### src/rtl/dfr_dac_pkg.sv
// Shared widths, frame layout and receiver state encoding for the DAC link receiver.
package dfr_dac_pkg;

  localparam int unsigned DAC_CMD_W      = 4;
  localparam int unsigned DAC_ADDR_W     = 4;
  localparam int unsigned DAC_DATA_W     = 16;
  localparam int unsigned DAC_FRAME_BITS = DAC_CMD_W + DAC_ADDR_W + DAC_DATA_W;

  typedef struct packed {
    logic [DAC_CMD_W-1:0]  cmd;
    logic [DAC_ADDR_W-1:0] addr;
    logic [DAC_DATA_W-1:0] data;
  } dac_frame_t;

  typedef enum logic [1:0] {
    WAIT_IDLE,
    IDLE,
    SHIFT,
    CHECK
  } dac_rx_state_t;

endpackage

### src/rtl/sync_edge_det.sv
// Multi-flop synchronizer for one asynchronous link input, followed by an edge-detect flop.
module sync_edge_det #(
  parameter int unsigned SYNC_STAGES = 2
) (
  input  logic clk,
  input  logic rst,
  input  logic async_in,
  output logic level,
  output logic rise,
  output logic fall
);

  logic [SYNC_STAGES-1:0] sync_q;
  logic                   prev_q;

  always_ff @(posedge clk) begin
    if (rst) begin
      sync_q <= '0;
      prev_q <= 1'b0;
    end else begin
      sync_q <= {sync_q[SYNC_STAGES-2:0], async_in};
      prev_q <= sync_q[SYNC_STAGES-1];
    end
  end

  // Edges come from the last synchronizer stage against the edge-detect flop.
  assign level = sync_q[SYNC_STAGES-1];
  assign rise  = level & ~prev_q;
  assign fall  = ~level & prev_q;

endmodule

### src/rtl/dac_spi_rx.sv
// Oversampling deframer for the serial DAC link with an LDAC-latched code output.
// Define DAC_RX_STATS_EN to add saturating frame_cnt/err_cnt statistics outputs.
module dac_spi_rx
  import dfr_dac_pkg::*;
#(
  parameter int unsigned FRAME_BITS  = DAC_FRAME_BITS,
  parameter int unsigned CMD_WIDTH   = DAC_CMD_W,
  parameter int unsigned ADDR_WIDTH  = DAC_ADDR_W,
  parameter int unsigned DATA_WIDTH  = DAC_DATA_W,
  parameter int unsigned SYNC_STAGES = 2
) (
  input  logic                  clk,
  input  logic                  rst,
  input  logic                  dac_cs_n,
  input  logic                  dac_sclk,
  input  logic                  dac_din,
  input  logic                  dac_ldac_n,
  output logic                  frame_valid,
  output logic [CMD_WIDTH-1:0]  frame_cmd,
  output logic [ADDR_WIDTH-1:0] frame_addr,
  output logic [DATA_WIDTH-1:0] frame_data,
  output logic                  frame_err,
  output logic [DATA_WIDTH-1:0] dac_code,
  output logic                  dac_update
`ifdef DAC_RX_STATS_EN
  ,
  output logic [15:0]           frame_cnt,
  output logic [15:0]           err_cnt
`endif
);

  localparam int unsigned CNT_W = $clog2(FRAME_BITS + 2);
  localparam logic [CNT_W-1:0] CNT_FULL = CNT_W'(FRAME_BITS);
  localparam logic [CNT_W-1:0] CNT_MAX  = CNT_W'(FRAME_BITS + 1);

  logic cs_level, cs_rise, cs_fall;
  logic sclk_level, sclk_rise, sclk_fall;
  logic din_level, din_rise, din_fall;
  logic ldac_level, ldac_rise, ldac_fall;

  dac_rx_state_t          state;
  logic [FRAME_BITS-1:0]  shreg;
  logic [CNT_W-1:0]       bit_cnt;
  logic                   pending;

  sync_edge_det #(.SYNC_STAGES(SYNC_STAGES)) u_sync_cs (
    .clk(clk), .rst(rst), .async_in(dac_cs_n),
    .level(cs_level), .rise(cs_rise), .fall(cs_fall)
  );

  sync_edge_det #(.SYNC_STAGES(SYNC_STAGES)) u_sync_sclk (
    .clk(clk), .rst(rst), .async_in(dac_sclk),
    .level(sclk_level), .rise(sclk_rise), .fall(sclk_fall)
  );

  sync_edge_det #(.SYNC_STAGES(SYNC_STAGES)) u_sync_din (
    .clk(clk), .rst(rst), .async_in(dac_din),
    .level(din_level), .rise(din_rise), .fall(din_fall)
  );

  sync_edge_det #(.SYNC_STAGES(SYNC_STAGES)) u_sync_ldac (
    .clk(clk), .rst(rst), .async_in(dac_ldac_n),
    .level(ldac_level), .rise(ldac_rise), .fall(ldac_fall)
  );

  logic unused_sync;
  assign unused_sync = ^{sclk_level, sclk_fall, din_rise, din_fall, ldac_level, ldac_rise};

  // Deframing FSM plus LDAC latch; all outputs registered.
  always_ff @(posedge clk) begin
    if (rst) begin
      state       <= WAIT_IDLE;
      shreg       <= '0;
      bit_cnt     <= '0;
      pending     <= 1'b0;
      frame_valid <= 1'b0;
      frame_err   <= 1'b0;
      frame_cmd   <= '0;
      frame_addr  <= '0;
      frame_data  <= '0;
      dac_code    <= '0;
      dac_update  <= 1'b0;
    end else begin
      frame_valid <= 1'b0;
      frame_err   <= 1'b0;
      dac_update  <= 1'b0;

      // LDAC applies the frame pending before this cycle; a frame accepted now stays pending.
      if (ldac_fall && pending) begin
        dac_code   <= frame_data;
        dac_update <= 1'b1;
        pending    <= 1'b0;
      end

      case (state)
        WAIT_IDLE: begin
          if (cs_level) state <= IDLE;
        end
        IDLE: begin
          if (cs_fall) begin
            state   <= SHIFT;
            bit_cnt <= '0;
            shreg   <= '0;
          end
        end
        SHIFT: begin
          if (cs_rise) begin
            state <= CHECK;
          end else if (sclk_rise) begin
            shreg <= {shreg[FRAME_BITS-2:0], din_level};
            if (bit_cnt != CNT_MAX) bit_cnt <= bit_cnt + CNT_W'(1);
          end
        end
        CHECK: begin
          state <= IDLE;
          if (bit_cnt == CNT_FULL) begin
            frame_cmd   <= shreg[FRAME_BITS-1 -: CMD_WIDTH];
            frame_addr  <= shreg[DATA_WIDTH +: ADDR_WIDTH];
            frame_data  <= shreg[DATA_WIDTH-1:0];
            frame_valid <= 1'b1;
            pending     <= 1'b1;
          end else begin
            frame_err <= 1'b1;
          end
        end
        default: state <= WAIT_IDLE;
      endcase
    end
  end

`ifdef DAC_RX_STATS_EN
  // Saturating counts of decoded and rejected windows.
  always_ff @(posedge clk) begin
    if (rst) begin
      frame_cnt <= '0;
      err_cnt   <= '0;
    end else begin
      if (frame_valid && (frame_cnt != 16'hFFFF)) frame_cnt <= frame_cnt + 16'd1;
      if (frame_err && (err_cnt != 16'hFFFF))     err_cnt   <= err_cnt + 16'd1;
    end
  end
`else
  // Statistics counters not built.
`endif

endmodule
### config.mk
export PLATFORM = sky130hd
export DESIGN_NAME = dac_spi_rx
export DESIGN_NICKNAME = d
export VERILOG_FILES = /design/src/rtl/dfr_dac_pkg.sv /design/src/rtl/sync_edge_det.sv /design/src/rtl/dac_spi_rx.sv
export SDC_FILE = /design/constraint.sdc
export NUM_CORES = 1
export LEC_CHECK = 0
export BUFFER_PORTS_ARGS = -buffer_cell sky130_fd_sc_hd__buf_2
export CORE_ASPECT_RATIO = 0.8
export CORE_MARGIN = 2
export CORE_UTILIZATION = 45
export DETAILED_ROUTE_END_ITERATION = 7
export HOLD_SLACK_MARGIN = 0.15
export PLACE_DENSITY = 0.66
export SLEW_MARGIN = 5
export SYNTH_ARGS = -nofsm -noshare
export SYNTH_HDL_FRONTEND = slang
export SYNTH_SLANG_ARGS = --single-unit
### constraint.sdc
create_clock -name clk -period 2.35 [get_ports clk]
set_input_delay 0.47 -clock clk [delete_from_list [all_inputs] [get_ports clk]]
set_output_delay 0.47 -clock clk [all_outputs]
set_load 0.05 [all_outputs]
Word level (Yosys, flattened, before mapping). Cells that the tools add are included.

Output and inout port bits: 43. Bits in registers: 86. Logic and storage cells: 66. Bits of input ports: 6.

Multiplexer cells: 19. Add/sub/neg operators: 1. Equal/unequal tests: 11. Bitwise logic cells: 9. Reduce and logical (&&, ||, !) cells: 8.

Operators with widths (number): 24-bit 2-to-1 mux (3); 24-bit one-hot mux with 2 select lines (1); 5-bit 2-to-1 mux (4); 2-bit != test, second input constant (5); 5-bit one-hot mux with 2 select lines (1); 2-bit one-hot mux with 4 select lines (1); 1-bit 2-to-1 mux (6); 2-bit 2-to-1 mux (3); 5-bit by 1-bit adder with 5-bit output, second input constant (1); 5-bit == test, second input constant (1); 5-bit != test, second input constant (1); 1-bit inverter (5); 5-bit AND reduction (1); 1-bit bitwise AND (4); 2-bit == test, second input constant (2); 4-bit AND reduction (1); 3-bit AND reduction (1); 2-bit by 1-bit == test with 1-bit output, second input constant (1); 2-bit zero test (1); 2-bit by 1-bit != test with 1-bit output, second input constant (1); 2-bit AND reduction (1); 2-bit nonzero test (1); 2-bit OR reduction (1); 1-bit logical AND (1).

Depth between registers and ports, before layout.
Word-level depth: 6. Mapped depth: 8. Mapped depth without buffers: 7.

Modules after synthesis. From an unflattened synthesis, not the netlist that was laid out.

Cells, all modules: 389. Area, all modules: 3578.4 µm².

By module, submodules not included: dac_spi_rx (cells an instance 357, times used 1, area an instance 3213.1 µm²); sync_edge_det (cells an instance 8, times used 4, area an instance 91.3 µm²).

Worst setup path after synthesis. OpenSTA, ideal clock, no wires.

Path kind: reg2reg. Start: register state[0]. End: register shreg[0]. Cell stages (with the launch flop): 8. Path slack: 0.649 ns. Library setup time: 0.059 ns. Buffers on the path: 2. Data arrival time: 1.642 ns. Period minus slack after synthesis: 1.701 ns. Cells stage by stage: dfxtp_1 > inv_1 > ha_1 > buf_6 > mux2_4 > a21oi_2 > buf_2 > a22o_1.

Longest elaborated chain between the ends: 3. Elaborated cells between the ends (all ways): 8.

RTL lines: start, declared (line dac_spi_rx.sv:41) `dac_rx_state_t state;`; start signal, assigned (line dac_spi_rx.sv:72) `state <= WAIT_IDLE;`; start signal, assigned (line dac_spi_rx.sv:97) `if (cs_level) state <= IDLE;`; start signal, assigned (line dac_spi_rx.sv:101) `state <= SHIFT;`; 2-bit == test / 2-bit by 1-bit == test with 1-bit output (equally long branches) (line dac_spi_rx.sv:95) `case (state)`; 2-bit != test (no source line) / 2-bit nonzero test (equally long branches); 4-bit AND reduction (no source line); end signal, assigned (line dac_spi_rx.sv:110) `shreg <= {shreg[FRAME_BITS-2:0], din_level};`; end, declared (line dac_spi_rx.sv:42) `logic [FRAME_BITS-1:0] shreg;`.

Several ways; a longest one is shown, not always the timed one. A chain may end at the register's enable or synchronous reset.

Worst setup path in the final report.
Start: register state[0]. End: register bit_cnt[2].

Longest elaborated chain between the ends: 3. Elaborated cells between the ends (all ways): 9.

RTL lines: 2-bit == test / 2-bit by 1-bit == test with 1-bit output (equally long branches) (line dac_spi_rx.sv:95); 2-bit != test (no source line) / 2-bit nonzero test (equally long branches); 5-bit AND reduction (no source line); end signal, assigned (line dac_spi_rx.sv:111) `if (bit_cnt != CNT_MAX) bit_cnt <= bit_cnt + CNT_W'(1);`; end, declared (line dac_spi_rx.sv:43) `logic [CNT_W-1:0] bit_cnt;`.

Several ways; a longest one is shown, not always the timed one.

==> run metrics <==
Leak=1.466 nW; met1 WL=2776 um; Clock Skews=0.008592 ns; Multi-input gate area=0.001254 mm^2; Worst-path clk slew=0.09 ns; Post-synth top cells=86 x dfxtp_1, 83 x nand2_1, 42 x a21oi_1; # H-tree levels=3; CP Max Fanout=25; sequential area share after synthesis=55.08%; dpl hpwl=3874 um; DR pass1 iterations=4; core area=0.006790 mm^2; synthesized area per cell=9.558 um^2; setup TNS=0 ns; final WL=5663 um; slowest CP cell=dfxtp_1; WHS=0.3306 ns; CP required=2.59 ns; diodes inserted=0; critical path arrival=2.07 ns; Cell Pwr Density=826.8 mW/mm^2; largest net degree at the start of global routing=28; Final min period=1.833 ns; FILL cells=645; Top FF cell, synth=dfxtp_1; Core Util, Final=53.51%; CTS Buf Count=9; GPL Wtd Cong=0.8158; GRT Resource Usage Total=15.52%; number of synthesized flops with an enable pin=0; CP Launch Type=register; ANT nets after route=0; Final Slew Violations=0; Chip Width=97.18 um; I/O pins=49; # resized after CTS=0; Nets=387; DR WL met3=266 um; max layer used=met4; drt drc=0; share of cells above drive strength 1=20.42%; Via density=4.953; post-CTS setup buffer count=0; Max Cap Viol=0; first-pass GRT wire length=9680 um; area share of the largest cell type after synthesis=55.08%; path type of the worst setup path=register to register; cell taking the most area after synthesis=dfxtp_1; Iteration-0 DRC Markers=101; Storage cell area=0.001722 mm^2; row cnt=27; CTS hold repair buffers=0; height of the die=78.54 um; Die ar.=0.007632 mm^2; RSZ-0062 raised after global routing=false; Wirelength per Cell=12.20 um; synthesized cell area=0.003125 mm^2; Cell Chain, Critical Path=inv_1, ha_1, nand3b_1, a21boi_4, a21oi_2, buf_4, o21ai_0, o21ai_1; Rel. slew slack=54.37%; total clock sinks=86; vias in the first global route=2132; CP top delay family=compound AO/OA/AOI/OAI gates; status=complete, no violations; synthesis-stage register bit count=86; ys async rst share=0%; critical path endpoint category=register; Max clock buf depth=2; initial antenna violation count=0; DR WL met2=2592 um; slowest stage delay, CP=0.38 ns; CP Buf/Inv Count=2; Worst Hold Class=input port to register; fmax=545.6 MHz; CTS tree=yes; Final Hold Viols=0; Synth Instances=327; Synth-to-Final Area Change=16.25%; initial core utilization=46.03%; Ys Warns=0; Worst-Skew Late Latency=0.35 ns; Synth cell types=35; Congestion Overflow GR=0; Port Buffers=48; clock root buffer=clkbuf_8; Max VDD drop=0.5036 mV; syn nets=342; via count=2298; Post-Layout Cell Count=464; fin crit share=77.99%; Worst-Margin Slew=0.6824 ns; Setup-failing EPs final=0; count leader, synth=dfxtp_1; Inst Count DP=448; top cells by area, synth=dfxtp_1 55%, nand2_1 10%, a21oi_1 6.7%; R2R setup slack=0.52 ns
routing by layer:
layer / up-vias / track usage, %
met4: 0 / 5.915
met1: 1062 / 19.20
met2: 39 / 25.97
li1: 1195 / -
met5: - / 0
met3: 2 / 4.274
where the power goes:
group          total, mW  switching [mW]  internal [mW]
logic              0.343           0.207          0.136
clock network       1.16           0.548          0.615
registers           1.50          0.0190           1.48
logic make-up after synthesis:
family	Yosys count	synth area share (%)
and+or+nand+nor	125	18.82
DFF	86	55.08
AOI/OAI and AO/OA	78	16.57
buffers and inverters	26	4.804
adders and majority gates	9	3.603
muxes	3	1.121
cells in the final DEF, fill, tap and decap left out:
master,netlist,layout
inv_6,0,2
nand3b_1,2,2
o31ai_1,2,2
a211oi_1,2,2
nor3b_1,4,4
nand2_1,83,83
nor2_1,5,5
a21oi_1,42,42
dfxtp_1,86,86
inv_1,6,6
and3_1,2,2
a21bo_2,1,1
buf_2,6,48
nand2b_1,3,3
o21ai_1,1,1
buf_4,2,5
nand3_1,4,4
and4_4,1,1
nor2b_1,14,14
clkbuf_8,0,9
nor3_4,1,1
ha_1,9,9
nand4_1,3,3
o21ai_0,2,2
a22o_1,24,24
mux2i_1,2,2
mux2_4,1,1
inv_8,0,1
clkinvlp_4,0,1
and4_1,1,1
a21boi_4,1,1
a221oi_1,1,1
buf_12,0,1
a21oi_2,1,1
a31oi_1,1,1
clkinv_4,0,1
and2_1,1,1
nor3b_2,1,1
bufinv_16,0,2
registers in the layout, summed over array words and instances, names as in the netlist:
name                flops
shreg                  24
dac_code               16
frame_data             16
bit_cnt                 5
frame_addr              4
frame_cmd               4
state                   2
u_sync_cs.sync_q        2
u_sync_din.sync_q       2
u_sync_ldac.sync_q      2
u_sync_sclk.sync_q      2
dac_update              1
frame_err               1
frame_valid             1
pending                 1
u_sync_cs.prev_q        1
u_sync_ldac.prev_q      1
u_sync_sclk.prev_q      1
worst paths after layout:
check / from / cells past startpoint / to
max: state[0] / 8 / bit_cnt[2]
min: dac_cs_n / 2 / u_sync_cs.sync_q[0]
max reg2reg: state[0] / 8 / bit_cnt[2]
min reg2reg: u_sync_sclk.sync_q[0] / 1 / u_sync_sclk.sync_q[1]
stage by stage:
step                      setup slack [ns]  area [um^2]  total power, mW
after detailed placement            0.5591         3405            1.876
final                               0.5173         3633            3.004
after floorplan                     0.6489         3126            1.825
after CTS                           0.5119         3633            3.044
after global placement              0.5928         3405            1.870
after global routing                0.3816         3633            3.149
layout make-up:
type / count / share of cell area, %
clock buffers: 9 / 3.409
clock inverters: 7 / 2.893
inverters: 6 / 0.6198
multi-input cells: 215 / 34.50
flip-flops and latches: 86 / 47.38
well taps: 87 / 2.996
repair buffers: 54 / 8.196
(Power assumes the default switching activity.)
